==> src/rtl/encoders_events_pkg.sv <==
// encoders_events_pkg: event word layout and arithmetic helpers
// shared by the encoder event scheduler and its bench.
package encoders_events_pkg;

    localparam int POS_BITS = 4;
    localparam int ACC_BITS = 8;

    typedef struct packed {
        logic [3:0]          ch;
        logic                btn;
        logic                toggled;
        logic                sat;
        logic                rsvd;
        logic [ACC_BITS-1:0] acc_p;
        logic [ACC_BITS-1:0] acc_n;
        logic [7:0]          tick;
    } enc_event_t;

    typedef struct packed {
        logic                sat;
        logic [ACC_BITS-1:0] val;
    } sat_res_t;

    // Modular step between two position counters, read as signed.
    function automatic logic signed [POS_BITS-1:0] pos_delta(
        input logic [POS_BITS-1:0] old_pos,
        input logic [POS_BITS-1:0] new_pos
    );
        return new_pos - old_pos;
    endfunction

    // Signed accumulate, clamped to -128..+127 with a saturation flag.
    function automatic sat_res_t sat_add8(
        input logic [ACC_BITS-1:0] acc,
        input logic [POS_BITS-1:0] d
    );
        logic [ACC_BITS:0] s;
        sat_res_t          r;
        s = {acc[ACC_BITS-1], acc}
          + {{(ACC_BITS+1-POS_BITS){d[POS_BITS-1]}}, d};
        r.sat = s[ACC_BITS] ^ s[ACC_BITS-1];
        if (r.sat)
            r.val = s[ACC_BITS] ? 8'h80 : 8'h7F;
        else
            r.val = s[ACC_BITS-1:0];
        return r;
    endfunction

endpackage

==> src/rtl/event_fifo.sv <==
// event_fifo: synchronous FIFO with a registered head word
// that reads as zero while empty.
module event_fifo #(
    parameter int WIDTH = 32,
    parameter int DEPTH = 16
) (
    input  logic                   i_clk,
    input  logic                   i_rst_n,
    input  logic                   i_push,
    input  logic [WIDTH-1:0]       i_data,
    input  logic                   i_pop,
    output logic [WIDTH-1:0]       o_head,
    output logic                   o_valid,
    output logic [$clog2(DEPTH):0] o_count
);
    localparam int          AW   = $clog2(DEPTH);
    localparam logic [AW:0] FULL = (AW+1)'(DEPTH);

    logic [WIDTH-1:0] r_mem [DEPTH];
    logic [AW-1:0]    r_wr, r_rd, w_rd_inc;
    logic [AW:0]      r_count, w_count_nx;
    logic [WIDTH-1:0] r_head, w_head_nx;
    logic             r_valid, w_do_push, w_do_pop;

    assign w_do_pop  = i_pop & r_valid;
    assign w_do_push = i_push & ((r_count != FULL) | w_do_pop);
    assign w_rd_inc  = r_rd + 1'b1;

    // Occupancy after this cycle's push/pop.
    always_comb begin
        w_count_nx = r_count;
        if (w_do_push & ~w_do_pop)
            w_count_nx = r_count + 1'b1;
        else if (~w_do_push & w_do_pop)
            w_count_nx = r_count - 1'b1;
    end

    // Next head: bypass the push when the queue is (about to be) empty.
    always_comb begin
        w_head_nx = r_head;
        if (w_count_nx == '0)
            w_head_nx = '0;
        else if (!r_valid || (w_do_pop && r_count == (AW+1)'(1)))
            w_head_nx = i_data;
        else if (w_do_pop)
            w_head_nx = r_mem[w_rd_inc];
    end

    // Storage array; contents need no reset.
    always_ff @(posedge i_clk) begin
        if (w_do_push)
            r_mem[r_wr] <= i_data;
    end

    // Pointers, count and registered head.
    always_ff @(posedge i_clk) begin
        if (!i_rst_n) begin
            r_wr    <= '0;
            r_rd    <= '0;
            r_count <= '0;
            r_head  <= '0;
            r_valid <= 1'b0;
        end else begin
            if (w_do_push)
                r_wr <= r_wr + 1'b1;
            if (w_do_pop)
                r_rd <= w_rd_inc;
            r_count <= w_count_nx;
            r_head  <= w_head_nx;
            r_valid <= (w_count_nx != '0);
        end
    end

    assign o_head  = r_head;
    assign o_valid = r_valid;
    assign o_count = r_count;

endmodule

==> src/rtl/encoders_event_scheduler.sv <==
// encoders_event_scheduler: diffs encoder/button snapshots into
// per-channel deltas and queues round-robin change events.
module encoders_event_scheduler
    import encoders_events_pkg::*;
#(
    parameter int ENCODER_COUNT = 5,
    parameter int BUTTON_COUNT  = 1,
    parameter int FIFO_DEPTH    = 16
) (
    input  logic                          CLK,
    input  logic                          RESETN,
    input  logic                          UPDATED,
    input  logic [16*ENCODER_COUNT-1:0]   ENCODERS_FLAT,
    input  logic [8*BUTTON_COUNT-1:0]     BUTTONS_FLAT,
    input  logic                          EVT_POP,
    input  logic                          IRQ_EN,
    output logic                          EVT_VALID,
    output logic [31:0]                   EVT_DATA,
    output logic [$clog2(FIFO_DEPTH):0]   EVT_COUNT,
    output logic                          IRQ,
    output logic                          OVERFLOW
);
    localparam int NCH = ENCODER_COUNT + BUTTON_COUNT;
    localparam int IW  = (NCH > 1) ? $clog2(NCH) : 1;
    localparam int CW  = $clog2(FIFO_DEPTH) + 1;

    logic [NCH-1:0][3:0] w_new_n, w_new_p, r_snap_n, r_snap_p;
    logic [NCH-1:0]      w_new_b, r_snap_b;
    logic [NCH-1:0][7:0] r_acc_n, r_acc_p;
    logic [NCH-1:0]      r_tog, r_sat, r_pend;
    logic [NCH-1:0]      w_hit, w_tog_nx, w_sat_nx, w_pend_nx, w_sat_now;
    sat_res_t [NCH-1:0]  w_rn, w_rp;
    logic [IW-1:0]       r_rr, w_gnt_idx, w_idx;
    logic [IW:0]         w_sum;
    logic [7:0]          r_tick;
    logic                r_primed, r_irq, r_ovf;
    logic                w_upd, w_room, w_gnt_any, w_gnt;
    enc_event_t          w_evt;
    logic                w_fifo_valid;
    logic [31:0]         w_fifo_data;
    logic [CW-1:0]       w_fifo_count;
    logic [7*ENCODER_COUNT-1:0] w_unused_edur;
    logic [7*BUTTON_COUNT-1:0]  w_unused_bdur;

    for (genvar e = 0; e < ENCODER_COUNT; e++) begin : g_enc
        assign w_new_n[e] = ENCODERS_FLAT[16*e +: 4];
        assign w_new_p[e] = ENCODERS_FLAT[16*e+4 +: 4];
        assign w_new_b[e] = ENCODERS_FLAT[16*e+15];
        assign w_unused_edur[7*e +: 7] = ENCODERS_FLAT[16*e+8 +: 7];
    end

    // Buttons have no position: their deltas are forced to zero.
    for (genvar b = 0; b < BUTTON_COUNT; b++) begin : g_btn
        assign w_new_n[ENCODER_COUNT+b] = r_snap_n[ENCODER_COUNT+b];
        assign w_new_p[ENCODER_COUNT+b] = r_snap_p[ENCODER_COUNT+b];
        assign w_new_b[ENCODER_COUNT+b] = BUTTONS_FLAT[8*b+7];
        assign w_unused_bdur[7*b +: 7]  = BUTTONS_FLAT[8*b +: 7];
    end

    assign w_upd  = UPDATED & r_primed;
    assign w_room = (w_fifo_count != CW'(FIFO_DEPTH))
                  | (EVT_POP & w_fifo_valid);
    assign w_gnt  = w_gnt_any & w_room;

    // Round-robin search from RR+1; nearest pending channel wins.
    always_comb begin
        w_gnt_any = 1'b0;
        w_gnt_idx = r_rr;
        w_sum     = '0;
        w_idx     = '0;
        for (int k = NCH; k >= 1; k--) begin
            w_sum = (IW+1)'(r_rr) + (IW+1)'(k);
            w_idx = (w_sum >= (IW+1)'(NCH))
                  ? IW'(w_sum - (IW+1)'(NCH)) : IW'(w_sum);
            if (r_pend[w_idx]) begin
                w_gnt_any = 1'b1;
                w_gnt_idx = w_idx;
            end
        end
    end

    // Per-channel next state; a granted channel restarts from zero.
    always_comb begin
        w_hit     = '0;
        w_rn      = '0;
        w_rp      = '0;
        w_tog_nx  = '0;
        w_sat_nx  = '0;
        w_pend_nx = '0;
        w_sat_now = '0;
        for (int c = 0; c < NCH; c++) begin
            w_hit[c] = w_gnt & (w_gnt_idx == IW'(c));
            w_rn[c]  = sat_add8(w_hit[c] ? 8'h00 : r_acc_n[c],
                                pos_delta(r_snap_n[c], w_new_n[c]));
            w_rp[c]  = sat_add8(w_hit[c] ? 8'h00 : r_acc_p[c],
                                pos_delta(r_snap_p[c], w_new_p[c]));
            w_sat_now[c] = w_rn[c].sat | w_rp[c].sat;
            w_tog_nx[c]  = (~w_hit[c] & r_tog[c])
                         ^ (w_new_b[c] ^ r_snap_b[c]);
            w_sat_nx[c]  = (~w_hit[c] & r_sat[c]) | w_sat_now[c];
            w_pend_nx[c] = (|w_rn[c].val) | (|w_rp[c].val)
                         | w_tog_nx[c];
        end
    end

    // Event word for the granted channel, pre-update values.
    always_comb begin
        w_evt         = '0;
        w_evt.ch      = 4'(w_gnt_idx);
        w_evt.btn     = r_snap_b[w_gnt_idx];
        w_evt.toggled = r_tog[w_gnt_idx];
        w_evt.sat     = r_sat[w_gnt_idx];
        w_evt.acc_p   = r_acc_p[w_gnt_idx];
        w_evt.acc_n   = r_acc_n[w_gnt_idx];
        w_evt.tick    = r_tick;
    end

    // Snapshots, priming, tick counter and round-robin pointer.
    always_ff @(posedge CLK) begin
        if (!RESETN) begin
            r_snap_n <= '0;
            r_snap_p <= '0;
            r_snap_b <= '0;
            r_primed <= 1'b0;
            r_tick   <= '0;
            r_rr     <= '0;
        end else begin
            if (UPDATED) begin
                r_snap_n <= w_new_n;
                r_snap_p <= w_new_p;
                r_snap_b <= w_new_b;
                r_primed <= 1'b1;
            end
            if (w_upd)
                r_tick <= r_tick + 8'd1;
            if (w_gnt)
                r_rr <= w_gnt_idx;
        end
    end

    // Accumulators: fold in deltas on a strobe, else clear on grant.
    always_ff @(posedge CLK) begin
        if (!RESETN) begin
            r_acc_n <= '0;
            r_acc_p <= '0;
            r_tog   <= '0;
            r_sat   <= '0;
            r_pend  <= '0;
        end else begin
            for (int c = 0; c < NCH; c++) begin
                if (w_upd) begin
                    r_acc_n[c] <= w_rn[c].val;
                    r_acc_p[c] <= w_rp[c].val;
                    r_tog[c]   <= w_tog_nx[c];
                    r_sat[c]   <= w_sat_nx[c];
                    r_pend[c]  <= w_pend_nx[c];
                end else if (w_hit[c]) begin
                    r_acc_n[c] <= '0;
                    r_acc_p[c] <= '0;
                    r_tog[c]   <= 1'b0;
                    r_sat[c]   <= 1'b0;
                    r_pend[c]  <= 1'b0;
                end
            end
        end
    end

    // Interrupt tracks queue state; overflow is sticky until reset.
    always_ff @(posedge CLK) begin
        if (!RESETN) begin
            r_irq <= 1'b0;
            r_ovf <= 1'b0;
        end else begin
            r_irq <= IRQ_EN & w_fifo_valid;
            if (w_upd & (|w_sat_now))
                r_ovf <= 1'b1;
        end
    end

    event_fifo #(
        .WIDTH (32),
        .DEPTH (FIFO_DEPTH)
    ) u_fifo (
        .i_clk   (CLK),
        .i_rst_n (RESETN),
        .i_push  (w_gnt),
        .i_data  (w_evt),
        .i_pop   (EVT_POP),
        .o_head  (w_fifo_data),
        .o_valid (w_fifo_valid),
        .o_count (w_fifo_count)
    );

    assign EVT_VALID = w_fifo_valid;
    assign EVT_DATA  = w_fifo_data;
    assign EVT_COUNT = w_fifo_count;
    assign IRQ       = r_irq;
    assign OVERFLOW  = r_ovf;

endmodule

==> config.mk <==
export PLATFORM = sky130hd
export DESIGN_NAME = encoders_event_scheduler
export DESIGN_NICKNAME = d
export VERILOG_FILES = /design/src/rtl/encoders_events_pkg.sv /design/src/rtl/event_fifo.sv /design/src/rtl/encoders_event_scheduler.sv
export SDC_FILE = /design/constraint.sdc
export NUM_CORES = 1
export LEC_CHECK = 0
export ABC_AREA = 1
export CORE_MARGIN = 2
export CORE_UTILIZATION = 40
export CTS_CLUSTER_DIAMETER = 50
export DETAILED_ROUTE_END_ITERATION = 8
export RECOVER_POWER = 50
export SLEW_MARGIN = 20
export SYNTH_ARGS = -nofsm -noshare
export SYNTH_HDL_FRONTEND = slang
export SYNTH_SLANG_ARGS = --single-unit
==> constraint.sdc <==
create_clock -name CLK -period 7.4 [get_ports CLK]
set_clock_uncertainty 0.1 [all_clocks]
set_input_delay 0.74 -clock CLK [delete_from_list [all_inputs] [get_ports CLK]]
set_output_delay 0.74 -clock CLK [all_outputs]
set_load 0.02 [all_outputs]
==> results.py, run 1 <==
metrics = {
    "final_layout": {
        "synthToLayoutAreaGrowth_pct": 13.8,
        "fin_nets": 3688,
        "post-route-util_pct": 45.9,
        "mostFrequentLayoutCells": "edfxtp_1, nand2_1, nor2_1, o21ai_0, inv_1",
        "final_common_cell": "edfxtp_1",
        "antenna_cells": 0,
        "filler_cell_count": 7839,
        "drive_gt1_share_pct": 8.08,
    },
    "clocking": {
        "cts_buffer_depth": 3,
        "worstSkewPairLatency_ns": 0.65,
        "htree_num_levels": 3,
        "cts_tree": "yes",
        "numCtsBuffers": 85,
        "hold_buffers": 0,
        "clk_pin_slew_ns": 0.06,
        "post_cts_buffers": 0,
        "ctsResizeCount": 0,
        "cts-root-buf": "clkbuf_16",
        "cts.sinks": 698,
    },
    "sta": {
        "post-route-period-util_pct": 90.3,
        "worstMarginPinSlew_ns": 3.53,
        "rsz0062_at_grt": "false",
        "max_freq_mhz": 150,
        "finalSetupTns_ns": 0,
        "finalSetupViolations": 0,
        "finalCriticalPeriod_ns": 6.68,
        "slew_viol_final": 881,
        "relSlewSlack_pct": -136,
        "whs_ns": 0.354,
        "hold_violations": 0,
    },
    "synthesis": {
        "synth_top_family_by_area": "compound AO/OA/AOI/OAI gates",
        "synthAdderAreaFrac_pct": 5.99,
        "synth-edff-count": 480,
        "synth_seq_cells": 698,
        "synthArstFlopShare_pct": 0,
        "avgSynthCellArea_um2": 9.86,
        "synth_compound_area_share_pct": 16.2,
        "synth-main-ff-cell": "edfxtp_1",
        "synth_area_mm2": 0.0336,
        "synthMuxAreaShare_pct": 0,
        "syn_inst": 3410,
        "synth-seq-area-share_pct": 55.8,
        "synth-simple-area-share_pct": 14.5,
        "synth_xor_area_share_pct": 1.84,
        "synth_warnings": 0,
        "synth.distinct_cells": 59,
    },
    "setup_path": {
        "arrival_ns": 7.09,
        "cp.required_ns": 7.81,
        "max_stage_delay_ns": 0.50,
        "crit_top_cell": "nand2_1",
        "crit_path_end_kind": "flop",
        "start_kind": "flop",
        "criticalPathCategory": "reg2reg",
        "slowest_stage": "dfxtp_1",
        "path_max_fanout": 40,
    },
    "global_route": {
        "grt_start_max_net_pins": 101,
        "grt_usage_pct": 20.9,
        "overflow": 0,
        "first_global_vias": 23600,
        "grt_pass1_wl_mm": 139,
        "antenna_found_initial": 1,
    },
    "run_status": {
        "violations": "capacitance limit, slew limit",
        "status": "complete, but fails checks",
    },
    "route": {
        "post-route-drc-count": 0,
        "dr.pass1.iters": 5,
        "wl_mm": 91.1,
        "wl_per_cell_um": 19.8,
        "vias": 25000,
        "drtAntennaViolNets": 0,
        "drt_iter0_drc": 1966,
        "avgViaCountPerCell": 5.44,
    },
    "run": {
        "maxCapViolCount": 24,
    },
    "floorplanning": {
        "num_io_pins": 133,
        "die_y_um": 294,
        "std_cell_rows": 106,
        "dieArea_mm2": 0.0864,
        "core_mm2": 0.0834,
        "initial_utilization_pct": 40.3,
        "die-width_um": 294,
    },
    "placement": {
        "gp_congestion": 0.813,
        "port_buffers": 88,
        "place_hpwl_mm": 55.7,
    },
    "pwr": {
        "power_density_mw_per_mm2": 528,
        "peakVddDrop_mv": 0.490,
        "p_total_mw": 20.2,
        "leakage_nw": 14.8,
    },
    "min_path": {
        "hold_path_class": "reg2reg",
    },
}
==> path summary, 6_finish.rpt <==
path | from | to | slack (ns) | depth (start not counted)
setup / recovery | r_rr[1] | r_acc_n[30] | 0.72 | 35
hold / removal | r_acc_p[43] | r_acc_p[43] | 0.35 | 2
setup reg to reg | r_rr[1] | r_acc_n[30] | 0.72 | 35
hold reg to reg | r_acc_p[43] | r_acc_p[43] | 0.35 | 2
==> synth_stat cells (all sizes together) (4+ instances only) <==
master / n / area, um^2
edfxtp: 480 / 14400
nand2: 445 / 1720
nor2: 431 / 1680
o21ai: 407 / 2080
inv: 270 / 1020
dfxtp: 218 / 4360
nand3: 202 / 1030
a21oi: 184 / 1010
clkbuf: 146 / 548
ha: 129 / 1610
o221ai: 103 / 902
xor2: 46 / 410
buf: 44 / 307
a221oi: 42 / 368
a22oi: 27 / 203
or2: 25 / 156
xnor2: 23 / 209
nand4: 22 / 144
o21a: 21 / 158
fa: 20 / 400
a22o: 19 / 166
o22ai: 18 / 119
o211ai: 15 / 118
a211oi: 14 / 105
nor3: 11 / 55.1
a31oi: 10 / 62.6
a21boi: 7 / 52.6
nand3b: 7 / 52.6
a21o: 6 / 45.0
clkinv: 4 / 15.0
o41ai: 4 / 35.0
==> per-layer routing <==
layer  up-vias  GRT usage, %  wire length (um)
met3       167          3.29              5080
li1      12200             -                 -
met5         -         0.624                92
met1     12000          28.1             40500
met4         4          7.37              3000
met2       708          34.2             42500
==> registers in the layout, summed over array words and instances (netlist names), 3 cells and up <==
signal and cells:
r_tick 8, r_acc_p 48, r_acc_n 48, r_snap_p 20
r_pend 6, r_snap_b 6, u_fifo.r_wr 4, u_fifo.r_rd 4
r_snap_n 20, u_fifo.r_mem 480, r_rr 3, r_tog 6
r_sat 6, u_fifo.o_count 5, u_fifo.o_head 30
==> power by group <==
group | internal, mW | switching (mW) | leakage (nW)
logic | 2.32 | 7.03 | 7.11
clock network | 2.48 | 1.73 | 1.41
registers | 6.38 | 0.251 | 6.25
==> cell families after synthesis <==
group	Yosys count
AND/OR/NAND/NOR	1147
AO/OA/AOI/OAI	882
flip-flops	698
buffers and inverters	464
adder cells (fa/ha/maj)	149
XOR/XNOR	69
other	1
==> critical path, delay by kind of cell (launching register included) <==
family / cells / cell delay [ns]
buffers and inverters: 5 / 1.13
AND/OR/NAND/NOR: 21 / 2.34
AO/OA/AOI/OAI: 6 / 1.33
adder cells (fa/ha/maj): 3 / 1.12
flip-flops: 1 / 0.50
==> area by class of cell <==
type                    count  area (um^2)  share of cell area (%)
well taps                1080         1350                    3.53
clock buffers             109         2370                    6.19
repair buffers            138         1190                    3.11
inverters                 274         1030                    2.70
multi-input cells        2249        13000                    34.0
clock inverters            49          527                    1.38
flip-flops and latches    698        18800                    49.1
==> through the flow <==
| stage | instance area [um^2] | setup WS, ns | instances |
|---|---|---|---|
| 6_report | 38300 | 0.721 | 4597 |
| 5_1_grt | 38300 | 0.157 | 4597 |
| 4_1_cts | 38500 | 0.887 | 4597 |
| 3_5_place_dp | 35600 | 0.909 | 4439 |
| 3_3_place_gp | 35600 | 0.971 | 4438 |
| 2_1_floorplan | 33600 | 2.26 | 3411 |
Power figures use the tool's default switching activity.
==> run 2: changes to the inputs <==
ABC_CLOCK_PERIOD_IN_PS = 7400   (was default)
CORE_ASPECT_RATIO = 1.5   (was default)
==> run 2 against run 1 <==
  * The flow still finishes with violations (capacitance limit, slew limit)
  * Setup slack lost 0.013 ns
  * Hold slack gained 0.0036 ns
  * Routed wire length down 0.79%
  * Highest routed layer is now met4
  * Clock power is 4.8% lower
  * Die area about the same
  * First-iteration DRC count rose by 0.36%
==> results.py, run 2 (synthesis gave the netlist of run 1 again) <==
metrics = {
    "clocking": {
        "cts_buffer_depth": 3,
        "htree_num_levels": 3,
        "post_cts_buffers": 0,
        "worstSkewPairLatency_ns": 0.63,
        "ctsResizeCount": 0,
        "cts-root-buf": "clkbuf_16",
        "cts_tree": "yes",
        "clk_pin_slew_ns": 0.06,
        "hold_buffers": 0,
        "numCtsBuffers": 76,
        "cts.sinks": 698,
    },
    "floorplanning": {
        "num_io_pins": 133,
        "die-width_um": 241,
        "std_cell_rows": 130,
        "dieArea_mm2": 0.0865,
        "initial_utilization_pct": 40.2,
        "core_mm2": 0.0836,
        "die_y_um": 359,
    },
    "sta": {
        "slew_viol_final": 504,
        "finalSetupViolations": 0,
        "worstMarginPinSlew_ns": 3.72,
        "post-route-period-util_pct": 90.4,
        "max_freq_mhz": 149,
        "relSlewSlack_pct": -148,
        "hold_violations": 0,
        "setup_ws_ns": 0.708,
        "rsz0062_at_grt": "false",
        "finalSetupTns_ns": 0,
        "finalCriticalPeriod_ns": 6.69,
        "whs_ns": 0.357,
    },
    "pwr": {
        "power_density_mw_per_mm2": 519,
        "peakVddDrop_mv": 0.479,
        "p_total_mw": 19.8,
        "leakage_nw": 14.7,
    },
    "final_layout": {
        "antenna_cells": 0,
        "top_regs": "u_fifo.r_mem: 480 flops, r_acc_n: 48 flops, r_acc_p: 48 flops",
        "post-route-util_pct": 45.7,
        "mostFrequentLayoutCells": "edfxtp_1, nand2_1, nor2_1, o21ai_0, inv_1",
        "largest_register_ffs": 480,
        "fin_nets": 3676,
        "largest_register": "u_fifo.r_mem",
        "synthToLayoutAreaGrowth_pct": 13.5,
        "final_common_cell": "edfxtp_1",
        "drive_gt1_share_pct": 7.87,
    },
    "run": {
        "maxCapViolCount": 17,
    },
    "setup_path": {
        "crit_top_cell": "nand2_1",
        "cp.required_ns": 7.84,
        "crit_path_end_kind": "flop",
        "max_stage_delay_ns": 0.50,
        "path_max_fanout": 41,
        "arrival_ns": 7.13,
        "slowest_stage": "ha_1",
        "cp_top_family": "simple AND/OR/NAND/NOR gates",
        "start_kind": "flop",
        "path_buf_inv": 3,
        "criticalPathCategory": "reg2reg",
    },
    "route": {
        "vias": 24900,
        "wl_per_cell_um": 19.6,
        "drt_iter0_drc": 1973,
        "drtAntennaViolNets": 0,
        "avgViaCountPerCell": 5.40,
        "dr.pass1.iters": 5,
        "post-route-drc-count": 0,
        "wl_mm": 90.4,
    },
    "placement": {
        "preCtsSetupSlack_ns": 0.480,
        "place_hpwl_mm": 55.8,
        "gp_congestion": 0.853,
        "port_buffers": 88,
    },
    "run_status": {
        "status": "complete, but fails checks",
        "violations": "capacitance limit, slew limit",
    },
    "global_route": {
        "grt_start_max_net_pins": 103,
        "grt_usage_pct": 20.9,
        "grt_pass1_wl_mm": 139,
        "first_global_vias": 24400,
        "antenna_found_initial": 0,
        "overflow": 0,
    },
    "min_path": {
        "hold_path_class": "reg2reg",
    },
}
run 2: cell count changes in the layout (fill, tap and decap cells not counted), sizes merged:
cell      delta
inv          -2
clkinv       -8
bufinv       +6
clkbuf      -19
clkinvlp     -1
buf          +2
run 2: cell type report:
class	instances	area [um^2]
clock buffer	95	2080
clock inverter	44	571
fill	7938	45400
inverter	274	1040
multi-input combinational	2249	13100
sequential	698	18800
tap	1122	1400
timing repair buffer	135	1240
run 2: power by group:
part	leakage, nW	total (mW)	switching, mW	internal, mW
logic	7.14	9.18	6.84	2.34
clock network	1.30	4.01	1.61	2.40
registers	6.25	6.63	0.256	6.37
run 2: worst register-to-register path: cells and delay by family, from the launching register on:
kind,cells,cell delay (ns)
and+or+nand+nor,25,3.24
AOI/OAI and AO/OA,5,1.07
adders and majority gates,2,0.86
buffers and inverters,3,0.84
DFF,1,0.49
run 2: final timing paths:
path / start / endpoint / slack (ns) / cells after the start
worst max-delay path: r_rr[1] / r_pend[3] / 0.71 / 35
worst min-delay path: r_acc_p[44] / r_acc_p[44] / 0.36 / 2
worst max register to register: r_rr[1] / r_pend[3] / 0.71 / 35
worst min register to register: r_acc_p[44] / r_acc_p[44] / 0.36 / 2
run 2: metrics by stage:
stage	area [um^2]	cells
CTS	38200	4614
finish	38200	4617
floorplan	33600	3411
global route	38200	4617
global placement	35600	4475
detailed placement	35600	4475
run 2: per-layer routing:
layer	routed length, um	vias to the layer above	global-route usage (%)	part of all wire (%)
met5	0	-	0	0
li1	-	12100	-	-
met1	36300	12000	25.0	40
met3	3990	186	2.61	4.4
met2	46600	658	37.6	52
met4	3470	0	8.71	3.8
==> run 3: changes to the inputs <==
CORE_UTILIZATION = 50   (was 40)
PLACE_DENSITY = 0.68   (was default)
==> run 3 against run 2 <==
  * The flow still finishes with violations (capacitance limit, slew limit)
  * Power shrank 2.3%
  * Sequential power is essentially flat
  * Combinational power shrank 1%
  * Routed wire length shrank 1.8%
  * Die area shrank 20%
  * Sequential share of layout area grew 0.86 points
  * Global-route usage grew 4.5 points
  * Critical endpoint is now r_pend[0]
==> results.py, run 3 (synthesis gave the netlist of run 1 again) <==
metrics = {
    "run_status": {
        "status": "complete, but fails checks",
        "violations": "capacitance limit, slew limit",
    },
    "floorplanning": {
        "initial_utilization_pct": 50.5,
        "dieArea_mm2": 0.0694,
        "num_io_pins": 133,
        "die_y_um": 322,
        "core_mm2": 0.0666,
        "std_cell_rows": 116,
        "die-width_um": 216,
    },
    "route": {
        "wl_mm": 88.8,
        "dr.pass1.iters": 7,
        "vias": 25200,
        "post-route-drc-count": 0,
        "wl_per_cell_um": 20.3,
        "drt_iter0_drc": 1862,
        "drtAntennaViolNets": 0,
        "avgViaCountPerCell": 5.76,
    },
    "pwr": {
        "seq_power_share_pct": 34.3,
        "peakVddDrop_mv": 0.404,
        "p_total_mw": 19.4,
        "power_density_mw_per_mm2": 516,
        "power_frac_clock_pct": 18.9,
        "leakage_nw": 14.5,
        "p_switching_mw": 8.58,
        "p_sw_share_pct": 44.3,
        "internal_power_mw": 10.8,
        "p_comb_share_pct": 46.9,
    },
    "placement": {
        "port_buffers": 88,
        "place_hpwl_mm": 53.4,
        "placed_area_mm2": 0.0353,
        "gp_congestion": 0.907,
        "place_inst": 4236,
    },
    "setup_path": {
        "arrival_ns": 7.03,
        "path_max_fanout": 41,
        "crit_path_end_kind": "flop",
        "slowest_stage": "ha_1",
        "crit_top_cell": "nand2_1",
        "ff2ff_setup_slack_ns": 0.72,
        "max_stage_delay_ns": 0.50,
        "cp.required_ns": 7.75,
        "start_kind": "flop",
        "criticalPathCategory": "reg2reg",
        "rr_worst_depth": 39,
    },
    "final_layout": {
        "final_area_mm2": 0.0375,
        "stdcell_count": 4365,
        "fin_nets": 3665,
        "final_common_cell": "edfxtp_1",
        "drive_gt1_share_pct": 7.59,
        "mostFrequentLayoutCells": "edfxtp_1, nand2_1, nor2_1, o21ai_0, inv_1",
        "top_regs": "u_fifo.r_mem: 480 flops, r_acc_n: 48 flops, r_acc_p: 48 flops",
        "synthToLayoutAreaGrowth_pct": 11.6,
        "antenna_cells": 0,
        "largest_register_ffs": 480,
        "post-route-util_pct": 56.3,
        "filler_cell_count": 5695,
        "largest_register": "u_fifo.r_mem",
    },
    "sta": {
        "hold_violations": 0,
        "finalSetupTns_ns": 0,
        "relSlewSlack_pct": -166,
        "max_freq_mhz": 150,
        "worstMarginPinSlew_ns": 3.99,
        "slew_viol_final": 441,
        "rsz0062_at_grt": "false",
        "post-route-period-util_pct": 90.3,
        "finalSetupViolations": 0,
        "finalCriticalPeriod_ns": 6.68,
    },
    "global_route": {
        "grt_start_max_net_pins": 142,
        "grt_pass1_wl_mm": 136,
        "grt_usage_pct": 25.5,
        "antenna_found_initial": 0,
        "first_global_vias": 24700,
        "overflow": 0,
    },
    "clocking": {
        "cts_buffer_depth": 3,
        "hold_buffers": 0,
        "clk_pin_slew_ns": 0.06,
        "cts_tree": "yes",
        "numCtsBuffers": 70,
        "htree_num_levels": 3,
        "cts-root-buf": "clkbuf_16",
        "cts.sinks": 698,
        "worstSkewPairLatency_ns": 0.63,
    },
    "min_path": {
        "min_path_cells": 2,
        "hold_path_class": "reg2reg",
    },
    "run": {
        "maxCapViolCount": 13,
    },
}
[run 3: critical path: cells and delay by family, from the launching register on]
kind                       cells  cell delay (ns)
DFF                            1             0.30
adders and majority gates      3             1.11
AOI/OAI and AO/OA              5             0.81
and+or+nand+nor               24             2.86
buffers and inverters          7             1.29
[run 3: area by class of cell]
cell class	count	area (um^2)	share of cell area [%]
clock buffer	88	1940	5.16
clock inverter	41	437	1.16
inverter	274	1040	2.76
multi-input combinational	2249	13100	34.8
sequential	698	18800	50.1
tap	885	1110	2.95
timing repair buffer	130	1150	3.07
[run 3: power groups by stage]
| stage | Sequential [mW] | Clock [mW] | Combinational (mW) |
|---|---|---|---|
| after floorplan | 6.65 | 0 | 6.34 |
| after global placement | 6.67 | 0 | 8.86 |
| after detailed placement | 6.68 | 0 | 8.97 |
| after CTS | 6.60 | 3.70 | 9.02 |
| after global routing | 6.69 | 3.83 | 9.97 |
| final | 6.64 | 3.65 | 9.07 |
[run 3: path summary, 6_finish.rpt]
| path | startpoint | to |
|---|---|---|
| max | r_rr[0] | r_pend[0] |
| min reg2reg | r_acc_p[40] | r_acc_p[40] |
| max reg2reg | r_rr[0] | r_pend[0] |
| min | r_acc_p[40] | r_acc_p[40] |
[run 3: layer usage]
layer	track usage (%)	vias up	share of wire, %
met1	29.3	12100	38
met3	2.89	203	5.8
li1	-	12100	-
met2	46.9	795	52
met5	0	-	0
met4	12.1	0	4.4
[run 3: through the flow]
step	setup WS [ns]	hold WS, ns
2_1_floorplan	2.26	0.330
3_3_place_gp	0.696	0.344
3_5_place_dp	0.598	0.348
4_1_cts	0.585	0.359
5_1_grt	0.0410	0.375
6_report	0.719	0.358
[run 3: timing repair]
item                                    4_1_cts  5_1_grt
setup buffers                                 0        0
endpoints found under the setup margin        0        8
resized for setup                             0        3
hold endpoints to repair                      0        0
